File: src/rtl/gsr_pur_assign.sv
// -----------------------------------------------------------------------------
// gsr_pur_assign
//
// Global reset-net generator for the device simulation library. It drives the
// two active-low nets that every primitive reads to build its internal SRN:
//   SRN = GSR_sig & PUR_sig  (primitive GSR = "ENABLED")
//   SRN = PUR_sig            (primitive GSR = "DISABLED")
//
// PUR_sig is held low for PUR_CYCLES edges after reset release and then goes
// high once per reset. GSR_sig follows PUR_sig one edge later. It also
// re-asserts low on every synchronized GSRN request. A stretch counter keeps
// it low for at least GSR_MIN_CYCLES extra edges after the request clears.
//
// Parameters:
//   PUR_CYCLES     (>=1) edges after reset release with PUR_sig low
//   GSR_MIN_CYCLES (>=0) extra low edges on GSR_sig after a request releases
//   SYNC_STAGES    (>=2) depth of the GSRN synchronizer
//
// Ports:
//   CLKI     in   sole clock, rising edge
//   RST      in   synchronous active-high reset
//   GSRN     in   asynchronous global set/reset request, active-low
//   GSR_sig  out  global set/reset net, active-low, registered
//   PUR_sig  out  power-up reset net, active-low, registered
// -----------------------------------------------------------------------------
module gsr_pur_assign #(
    parameter int PUR_CYCLES     = 16,
    parameter int GSR_MIN_CYCLES = 4,
    parameter int SYNC_STAGES    = 2
) (
    input  logic CLKI,
    input  logic RST,
    input  logic GSRN,
    output logic GSR_sig,
    output logic PUR_sig
);

    localparam int PUR_W = $clog2(PUR_CYCLES + 1);
    // A zero stretch still needs a 1-bit counter so the logic stays uniform.
    localparam int STR_W = (GSR_MIN_CYCLES == 0) ? 1 : $clog2(GSR_MIN_CYCLES + 1);

    localparam logic [PUR_W-1:0] PUR_INIT = PUR_W'(PUR_CYCLES);
    localparam logic [PUR_W-1:0] PUR_ONE  = PUR_W'(1);
    localparam logic [STR_W-1:0] STR_INIT = STR_W'(GSR_MIN_CYCLES);
    localparam logic [STR_W-1:0] STR_ONE  = STR_W'(1);

    logic [SYNC_STAGES-1:0] r_sync;
    logic [PUR_W-1:0]       r_pur_cnt;
    logic [STR_W-1:0]       r_str_cnt;
    logic                   r_pur;
    logic                   r_gsr;
    logic                   w_sync_last;
    logic                   w_str_done;

    // Last synchronizer stage: 0 means a GSR request is active. X/Z on GSRN
    // is carried through unchanged so the library user sees it.
    assign w_sync_last = r_sync[SYNC_STAGES-1];
    assign w_str_done  = (r_str_cnt == '0);

    always_ff @(posedge CLKI) begin
        if (RST) begin
            r_sync    <= '1;
            r_pur_cnt <= PUR_INIT;
            r_str_cnt <= '0;
            r_pur     <= 1'b0;
            r_gsr     <= 1'b0;
        end else begin
            r_sync <= {r_sync[SYNC_STAGES-2:0], GSRN};

            // Power-up countdown: PUR_sig rises on the edge that consumes the
            // last count, then stays high until the next reset.
            if (r_pur_cnt != '0) begin
                r_pur_cnt <= r_pur_cnt - PUR_ONE;
                r_pur     <= (r_pur_cnt == PUR_ONE);
            end else begin
                r_pur     <= 1'b1;
            end

            // Stretch counter reloads on every cycle the request is active,
            // so a retrigger during stretching extends the low period.
            if (!w_sync_last) begin
                r_str_cnt <= STR_INIT;
            end else if (!w_str_done) begin
                r_str_cnt <= r_str_cnt - STR_ONE;
            end

            // GSR is forced low while PUR is low, while a request is active,
            // and while the stretch is still running.
            r_gsr <= r_pur & w_sync_last & w_str_done;
        end
    end

    assign GSR_sig = r_gsr;
    assign PUR_sig = r_pur;

endmodule

File: config.mk
export PLATFORM = sky130hd
export DESIGN_NAME = gsr_pur_assign
export DESIGN_NICKNAME = d
export VERILOG_FILES = /design/src/rtl/gsr_pur_assign.sv
export SDC_FILE = /design/constraint.sdc
export NUM_CORES = 1
export LEC_CHECK = 0
export ABC_CLOCK_PERIOD_IN_PS = 1300
export CAP_MARGIN = 15
export CORE_AREA = 2 2 39 41
export CTS_BUF_LIST = sky130_fd_sc_hd__clkbuf_8
export CTS_CLUSTER_DIAMETER = 30
export DETAILED_ROUTE_END_ITERATION = 6
export DIE_AREA = 0 0 41 43
export PLACE_DENSITY = 0.7
export SETUP_SLACK_MARGIN = 0.5
export SYNTH_ARGS = -nofsm -noshare
export SYNTH_HDL_FRONTEND = slang
export SYNTH_SLANG_ARGS = --single-unit
export TNS_END_PERCENT = 50
File: constraint.sdc
create_clock -name CLKI -period 1.3 [get_ports CLKI]
set_input_delay 0.325 -clock CLKI [delete_from_list [all_inputs] [get_ports CLKI]]
set_output_delay 0.325 -clock CLKI [all_outputs]
set_load 0.01 [all_outputs]
==> run_results.csv, run 1 <==
group,metric,value,unit
global_route,track_usage,14.3,%
logic_synthesis,ys_seq_area_share,45.4,%
critical_path,crit_required,1.43,ns
route,wl_per_cell,10.9,um
critical_path,critPathLaunchType,"flip-flop",
cts,cts_hold_buf,0,
power,p_seq_share,31.1,%
flow_run,cap_violations,0,
logic_synthesis,synth.avg_cell_area,9.62,sq um
logic_synthesis,yosys.area.top_type,"dfxtp_1",
critical_path,worstPathCellList,"inv_2 > ha_4 > or4b_4 > nor2_1 > nor3_1",
power,p_int,1230,uW
power,peakVddDrop,1.03,mV
global_route,grt_start_max_net_pins,8,
status,failed_checks,"setup timing",
floorplanning,die_area,1760,sq um
route,vias,417,
critical_path,slowest_delay,0.48,ns
placement,post-place-ws,-0.0436,ns
worst_hold_path,hold_class,"in2reg",
finish,mostFrequentLayoutCells,"nor2_1 (8), buf_4 (8), dfxtp_1 (7), dfxtp_2 (5), ha_4 (5)",
cts,clk_pin_slew,0.05,ns
placement,dpl.hpwl,659,um
critical_path,path_class,"reg2reg",
finish,nFillCells,114,
logic_synthesis,synth_fp_nets,64,
floorplanning,die_h,43,um
critical_path,cp.arrival,1.43,ns
power,leakagePower,0.000340,uW
logic_synthesis,synth_top_area_share,45.4,%
logic_synthesis,yosysUniqueCellTypes,18,
logic_synthesis,ys_ff_latch,12,
global_route,grt_pass1_vias,403,
timing,final.min_clock_period,1.30,ns
power,switching_share,34.3,%
placement,gp_congestion,0.712,
cts,cts_tree,"yes",
timing,setup_viol,1,
power,power_frac_comb,51.6,%
finish,synthToLayoutAreaGrowth,53.2,%
timing,hold_viol_final,0,
power,powerDensity,2320,nW/um^2
timing,relSlewSlack,82.1,%
critical_path,worst_path_max_delay_cell,"or4b_4",
route,drt-total-wl,941,um
logic_synthesis,synth_area_leaders,"dfxtp_1 (45%), ha_1 (14%), nor2_1 (7.1%), inv_1 (4.3%), nor3_1 (3.8%)",
finish,num_antenna_cells,0,
critical_path,critPathCaptureType,"flip-flop",
critical_path,critPathTopFamily,"simple AND/OR/NAND/NOR gates",
timing,maxSlewViolCount,0,
route,drt_pass1_iterations,4,
timing,fin_ws,-0.00162,ns
status,status,"finished with violations",
cts,htree_levels,1,
route,drc,0,
route,postRouteAntennaNets,0,
global_route,grt_overflow_total,0,
timing,period_share,100,%
global_route,antenna_found_initial,0,
route,drtIter0Drc,3,
cts,cts-root-buf,"clkbuf_8",
floorplanning,std_cell_rows,14,
logic_synthesis,netlist_instances,55,
placement,numPortBuffers,4,
floorplanning,ios,5,
timing,clock-skew-final,0.000317,ns
cts,clkLatencyLatePin,0.24,ns
finish,layout.nets,81,
critical_path,path_max_fanout,3,
floorplanning,core,1380,sq um
route,viasPerCell,4.85,
global_route,grt_pass1_wl,1.60,mm
cts,clockBufferDepth,2,
timing,fmaxAchievable,0.768,GHz
logic_synthesis,syn_area,529,sq um
logic_synthesis,synth_warnings,0,
timing,tightest_slew,0.269,ns
floorplanning,initial_core_util,38.2,%
cts,cts.sinks,12,
critical_path,critical_path_buf_inv_count,1,
timing,rsz0062_at_grt,"true",
finish,drive_gt1_share,55.7,%
power,clkPwrFrac,17.3,%
cts,cts_buffers,3,
floorplanning,die_w,41,um
timing,fin_setup_tns,-0.00162,ns
power,switchingPower,644,uW
[worst register-to-register path: stages (launching register included)]
cell	delay, ns
dfxtp_2	0.32
inv_2	0.07
ha_4	0.13
or4b_4	0.48
nor2_1	0.14
nor3_1	0.05
[synthesized netlist by cell type]
cell type  count
mux2i_1        1
clkbuf_1       1
a21boi_0       1
xor2_1         1
or4b_4         1
ha_1           6
nor4b_1        2
nand2_1        1
inv_1          6
a311o_1        1
xnor2_1        2
nand2b_1       1
nor2_1        10
a21oi_1        2
dfxtp_1       12
nor3_1         4
or2_2          2
a211oi_2       1
[through the flow]
| stage | instance area (sq um) | std cells | hold WS [ns] | util [%] | total power, uW |
|---|---|---|---|---|---|
| 3_3_place_gp | 683 | 79 | 0.391 | 49.4 | 1330 |
| 3_5_place_dp | 683 | 79 | 0.397 | 49.4 | 1360 |
| 4_1_cts | 763 | 85 | 0.411 | 55.2 | 1790 |
| 2_1_floorplan | 589 | 55 | 0.389 | - | 1150 |
| 5_1_grt | 811 | 86 | 0.302 | 58.6 | 2040 |
| 6_report | 811 | 86 | 0.295 | 58.6 | 1880 |
[path summary, 6_finish.rpt]
kind,startpoint,to,slack [ns],cells after the start
hold reg to reg,r_sync[0],r_sync[1],0.41,1
setup / recovery,r_pur_cnt[1],r_pur_cnt[0],-0.002,5
setup reg to reg,r_pur_cnt[1],r_pur_cnt[0],-0.002,5
hold / removal,GSRN,r_sync[0],0.30,2
[routing by layer]
metal	vias up	global-route usage (%)	wire length, um
li1	210	-	-
met1	194	15.1	394
met2	8	20.3	457
met3	5	6.28	44
met4	0	12.0	45
met5	-	0	0
[kinds of logic after synthesis]
group	share of synthesized area, %
buffers and inverters	4.96
adders and majority gates	14.2
and+or+nand+nor	21.0
AOI/OAI and AO/OA	7.57
xor gates and xnor gates	4.97
muxes	1.89
DFF	45.4
[layout make-up]
class | instances | area, sq um | area share [%]
Tap cell | 16 | 20.0 | 2.47
Inverter | 6 | 22.5 | 2.78
Multi-Input combinational cell | 36 | 368 | 45.4
Sequential cell | 12 | 246 | 30.4
Timing Repair Buffer | 13 | 113 | 13.9
Clock buffer | 3 | 41.3 | 5.09
[power by group through the flow]
stage                     Clock [uW]  Sequential [uW]  Combinational, uW
after floorplan                    0              595                555
after global placement             0              589                745
after detailed placement           0              590                766
after CTS                        339              577                871
after global routing             364              594               1080
final                            326              584                968
[flip-flops by register name (all words and copies together), names as in the netlist]
| name | cells |
|---|---|
| GSR_sig | 1 |
| PUR_sig | 1 |
| r_pur_cnt | 5 |
| r_str_cnt | 3 |
| r_sync | 2 |
[what timing repair did]
item                                    4_1_cts  5_1_grt
resized for setup                             9       15
pin swaps                                     4       10
setup buffers                                 3        1
hold endpoints to repair                      0        0
endpoints found under the setup margin       14       14
Power figures use the tool's default switching activity.
==> run 2, diff against run 1 <==
- CAP_MARGIN: 15 -> default
==> results of run 2 <==
Same layout as run 1: the final DEF is identical, and so are final timing and power.
